### config.mk
export PLATFORM = sky130hd
export DESIGN_NAME = stream_minmax
export DESIGN_NICKNAME = d
export VERILOG_FILES = /design/src/rtl/stream_minmax.sv
export SDC_FILE = /design/constraint.sdc
export NUM_CORES = 1
export LEC_CHECK = 0
export CAP_MARGIN = 0
export CORE_ASPECT_RATIO = 1.75
export CORE_MARGIN = 4
export CORE_UTILIZATION = 45
export CTS_CLUSTER_DIAMETER = 80
export DETAILED_ROUTE_END_ITERATION = 6
export PLACE_DENSITY = 0.75
export SETUP_SLACK_MARGIN = 0.05
export SLEW_MARGIN = 20
export SYNTH_ARGS = -nofsm -noshare
export SYNTH_HDL_FRONTEND = slang
export SYNTH_SLANG_ARGS = --single-unit
### constraint.sdc
create_clock -name clk -period 5.2 [get_ports clk]
set_input_delay 0.78 -clock clk [delete_from_list [all_inputs] [get_ports clk]]
set_output_delay 0.78 -clock clk [all_outputs]
set_load 0.05 [all_outputs]
### src/rtl/stream_minmax.sv
// stream_minmax: streaming signed min/max reduction with first-occurrence
// indices, saturating sample count and a registered result handshake.

// Signed less-than comparator: o_lt = (i_a < i_b), two's complement.
module comparator_lt #(
   parameter int N = 32
) (
   input  logic [N-1:0] i_a,
   input  logic [N-1:0] i_b,
   output logic         o_lt
);
   assign o_lt = $signed(i_a) < $signed(i_b);
endmodule

module stream_minmax #(
   parameter int N     = 32,
   parameter int CNT_W = 16
) (
   input  logic             clk,
   input  logic             rst,
   input  logic [N-1:0]     in_data,
   input  logic             in_valid,
   input  logic             in_last,
   output logic             in_ready,
   output logic [N-1:0]     min_out,
   output logic [N-1:0]     max_out,
   output logic [CNT_W-1:0] min_idx,
   output logic [CNT_W-1:0] max_idx,
   output logic [CNT_W-1:0] count,
   output logic             sat,
   output logic             out_valid,
   input  logic             out_ready
);

   typedef enum logic [1:0] {
      S_IDLE,
      S_ACCUM,
      S_DONE
   } state_t;

   state_t           r_state;
   logic [N-1:0]     r_min;
   logic [N-1:0]     r_max;
   logic [CNT_W-1:0] r_min_idx;
   logic [CNT_W-1:0] r_max_idx;
   logic [CNT_W-1:0] r_count;
   logic             r_sat;
   logic             r_out_valid;

   logic w_acc;
   logic w_lt_min;
   logic w_gt_max;
   logic w_cnt_full;

   // sample < current minimum
   comparator_lt #(.N(N)) u_lt_min (
      .i_a  (in_data),
      .i_b  (r_min),
      .o_lt (w_lt_min)
   );

   // current maximum < sample
   comparator_lt #(.N(N)) u_lt_max (
      .i_a  (r_max),
      .i_b  (in_data),
      .o_lt (w_gt_max)
   );

   assign in_ready   = ~rst & (r_state != S_DONE);
   assign w_acc      = in_valid & in_ready;
   assign w_cnt_full = &r_count;

   assign min_out   = r_min;
   assign max_out   = r_max;
   assign min_idx   = r_min_idx;
   assign max_idx   = r_max_idx;
   assign count     = r_count;
   assign sat       = r_sat;
   assign out_valid = r_out_valid;

   // Frame FSM: open on first sample, fold in samples, hold result until taken
   always_ff @(posedge clk) begin
      if (rst) begin
         r_state     <= S_IDLE;
         r_min       <= '0;
         r_max       <= '0;
         r_min_idx   <= '0;
         r_max_idx   <= '0;
         r_count     <= '0;
         r_sat       <= 1'b0;
         r_out_valid <= 1'b0;
      end else begin
         unique case (r_state)
            S_IDLE: begin
               if (w_acc) begin
                  r_min       <= in_data;
                  r_max       <= in_data;
                  r_min_idx   <= '0;
                  r_max_idx   <= '0;
                  r_count     <= CNT_W'(1);
                  r_sat       <= 1'b0;
                  r_out_valid <= in_last;
                  r_state     <= in_last ? S_DONE : S_ACCUM;
               end
            end
            S_ACCUM: begin
               if (w_acc) begin
                  if (w_lt_min) begin
                     r_min     <= in_data;
                     r_min_idx <= r_count;
                  end
                  if (w_gt_max) begin
                     r_max     <= in_data;
                     r_max_idx <= r_count;
                  end
                  if (w_cnt_full) begin
                     r_sat <= 1'b1;
                  end else begin
                     r_count <= r_count + CNT_W'(1);
                  end
                  if (in_last) begin
                     r_out_valid <= 1'b1;
                     r_state     <= S_DONE;
                  end
               end
            end
            S_DONE: begin
               if (out_ready) begin
                  r_out_valid <= 1'b0;
                  r_state     <= S_IDLE;
               end
            end
            default: begin
               r_out_valid <= 1'b0;
               r_state     <= S_IDLE;
            end
         endcase
      end
   end

endmodule

==> results.json <==
{
  "finish.net_count": 902,
  "fill_cells": 1109,
  "path_clk_slew_ns": 0.06,
  "clock_sink_count": 115,
  "hold_end": "min_idx[13]",
  "grt_pass1_wl_um": 26640,
  "final_worst_clock_skew_ns": 0.01387,
  "overflow": 0,
  "setup_viol_count_final": 0,
  "register_area_um2": 2302,
  "clock_power_share_pct": 40.7,
  "post-route-drc-count": 0,
  "worst_r2r_endpoint": "max_out[9]",
  "achievable-frequency_mhz": 257.7,
  "final.setup.tns_ns": 0,
  "floorplan.io_pins": 152,
  "p_int_mw": 2.071,
  "area_growth_syn_to_layout_pct": 38.87,
  "fin_crit_ns": 3.880,
  "tritoncts": "yes",
  "unrepaired_setup_endpoints_after_global_routing": "false",
  "rows": 55,
  "post_drt_wl_per_cell_um": 16.67,
  "hp-start": "min_idx[13]",
  "route.detailed.vias_per_inst": 5.276,
  "clock_root_buffer": "sky130_fd_sc_hd__clkbuf_16",
  "cts_hold_repair.buffers": 0,
  "timing_hold_violations_final": 0,
  "multi_input_comb_area_um2": 3203,
  "place_worst_setup_slack_ns": 0.9507,
  "postRouteAntennaNets": 0,
  "synthesis.nets": 752,
  "power.leakage_nw": 3.702,
  "largest_net_degree_at_the_start_of_global_routing": 99,
  "post_synth_instance_area_um2": 5881,
  "synth_common_cells": "sky130_fd_sc_hd__nand2_1 (123), sky130_fd_sc_hd__dfxtp_1 (115), sky130_fd_sc_hd__mux2i_1 (96)",
  "worst_setup_path_start_kind": "primary input",
  "asyncSetResetFlopFracSynth_pct": 0,
  "timing.hold.ws_ns": 0.4596,
  "hold_path_class": "reg2reg",
  "endpoint_required_time_on_the_critical_path_ns": 5.46,
  "postSynthRegisterBits": 115,
  "count_of_warnings_emitted_by_yosys": 0,
  "core_region_area_um2": 12870,
  "timing.hold.worst_path_depth": 2,
  "start_util_pct": 45.70,
  "layout-drive-gt1-share_pct": 5.031,
  "maximum_root_to_sink_buffer_count": 2,
  "dr_total_vias": 5202,
  "synth.most_common_cell": "sky130_fd_sc_hd__nand2_1",
  "number_of_global_route_vias_before_repair": 5512,
  "net_switching_fraction_of_the_power_pct": 32.36,
  "outcome": "finished clean",
  "maxCapViolations": 0,
  "comb_power_share_pct": 26.1,
  "area_leader_netlist": "sky130_fd_sc_hd__dfxtp_1",
  "synth_sequential_area_ratio_pct": 39.15,
  "die_area_um2": 15030,
  "cts-buffers-inserted": 17,
  "worstSkewPairLatency_ns": 0.41,
  "timing.max_slew.rel_slack_pct": 32.09,
  "ir_drop_v": 0.0002116,
  "fp.dieH_um": 159.2,
  "seq_power_share_pct": 33.3,
  "pwr_density_cell_nw_per_um2": 375.0,
  "drt_pre_antenna_iters": 4,
  "critical_path_peak_fanout": 33,
  "postSynthCellCount": 652,
  "dr.first_iter.drc_count": 193,
  "number_of_cells_on_the_worst_reg_to_reg_path": 8,
  "diodes": 0,
  "arrival_ns": 4.14,
  "hpwlAfterDp_um": 12060,
  "cts-htree-levels": 4,
  "worst_pin_slew_ns": 1.019,
  "r2r_slack_ns": 1.93,
  "wirelength_um": 16440,
  "synthTopCellsByArea": "sky130_fd_sc_hd__dfxtp_1 (39%), sky130_fd_sc_hd__mux2i_1 (16%), sky130_fd_sc_hd__ha_1 (13%)",
  "grt_antenna_before_repair": 0,
  "setup_slack_ns": 1.320,
  "synth_enable_flop_cells": 0,
  "synthFlopType": "sky130_fd_sc_hd__dfxtp_1",
  "post_layout_nonfiller_instances": 986,
  "place_congestion": 0.8327,
  "synth.distinct_cells": 37,
  "critical_path.endpoint_type": "flip-flop",
  "gr-usage-all-layers_pct": 22.30,
  "critPathKind": "in2reg",
  "total_switching_power_mw": 0.9908,
  "cts_resized": 0,
  "min_period_over_period_pct": 74.62,
  "synth.top_cell.area_share_pct": 39.15,
  "regToRegStartpoint": "max_out[5]",
  "cts_setup_buffers": 0,
  "syn_avg_cell_area_um2": 9.019,
  "die_w_um": 94.42,
  "placedCellCount": 954,
  "port_buffers": 151,
  "final-max-slew-violation-count": 0
}
flip-flops by register name, summed over array words and instances, names as in the netlist:
register / flops
max_out: 32
count: 16
sat: 1
r_state: 2
min_out: 32
min_idx: 16
max_idx: 16
worst max path at each step:
stage	depth (start not counted)	from	slack, ns	endpoint
after floorplan	10	in_data[5]	2.49	max_idx[0]
after global placement	10	in_data[5]	0.95	max_out[6]
after detailed placement	10	in_data[5]	0.95	max_idx[11]
after CTS	10	in_data[5]	1.36	max_out[8]
after global routing	10	in_data[5]	1.26	max_out[9]
final	10	in_data[5]	1.32	max_out[9]
cell usage in the layout (no fill, tap or decap), types with 7 or more instances in the layout:
master	n
sky130_fd_sc_hd__dfxtp_1	115
sky130_fd_sc_hd__nand4_1	15
sky130_fd_sc_hd__mux2i_1	96
sky130_fd_sc_hd__nand3_1	17
sky130_fd_sc_hd__o21ai_0	12
sky130_fd_sc_hd__ha_1	63
sky130_fd_sc_hd__xor2_1	7
sky130_fd_sc_hd__clkdlybuf4s50_1	151
sky130_fd_sc_hd__a21oi_1	22
sky130_fd_sc_hd__nand2_1	123
sky130_fd_sc_hd__clkbuf_16	17
sky130_fd_sc_hd__inv_1	69
sky130_fd_sc_hd__nor2_1	30
layout make-up:
class                   count  area share (%)
inverters                  70           3.217
multi-input cells         443           39.22
well taps                 171           2.620
clock inverters            14           2.497
repair buffers            155           18.88
flip-flops and latches    115           28.19
clock buffers              18           5.378
power groups by stage:
| stage | sequential [mW] | clock [mW] | combinational, mW |
|---|---|---|---|
| 5_1_grt | 1.03 | 1.31 | 0.853 |
| 3_3_place_gp | 1.03 | 0 | 0.780 |
| 6_report | 1.02 | 1.25 | 0.798 |
| 4_1_cts | 1.02 | 1.26 | 0.802 |
| 3_5_place_dp | 1.04 | 0 | 0.796 |
| 2_1_floorplan | 1.26 | 0 | 0.304 |
worst max-delay path: stages:
cell,delay (ns)
sky130_fd_sc_hd__clkdlybuf4s50_1,0.49
sky130_fd_sc_hd__inv_1,0.09
sky130_fd_sc_hd__ha_1,0.31
sky130_fd_sc_hd__a21o_1,0.20
sky130_fd_sc_hd__a2111oi_0,0.46
sky130_fd_sc_hd__and3b_1,0.23
sky130_fd_sc_hd__a211oi_1,0.57
sky130_fd_sc_hd__o22ai_4,0.35
sky130_fd_sc_hd__buf_4,0.41
sky130_fd_sc_hd__mux2i_1,0.20
per-layer routing:
| metal | routed length [µm] | vias up | track usage (%) |
|---|---|---|---|
| met3 | 805 | 32 | 4.681 |
| met1 | 5905 | 2488 | 22.48 |
| met4 | 502 | 0 | 10.32 |
| met5 | 0 | - | 0 |
| li1 | - | 2524 | - |
| met2 | 9222 | 158 | 42.14 |
kinds of logic after synthesis:
| family | after synthesis | synth area share (%) |
|---|---|---|
| XOR/XNOR | 12 | 1.787 |
| multiplexers | 96 | 16.34 |
| buffers and inverters | 94 | 6.851 |
| flip-flops | 115 | 39.15 |
| adder cells (fa/ha/maj) | 63 | 13.40 |
| AND/OR/NAND/NOR | 208 | 15.45 |
| AO/OA/AOI/OAI | 64 | 7.021 |
through the flow:
step | util [%] | power [mW] | cell area (µm²)
after global routing | 63.46 | 3.192 | 8167
after floorplan | - | 1.566 | 5881
after global placement | 58.46 | 1.814 | 7523
final | 63.46 | 3.062 | 8167
after CTS | 63.46 | 3.086 | 8167
after detailed placement | 58.46 | 1.833 | 7523
(Power assumes the default switching activity.)
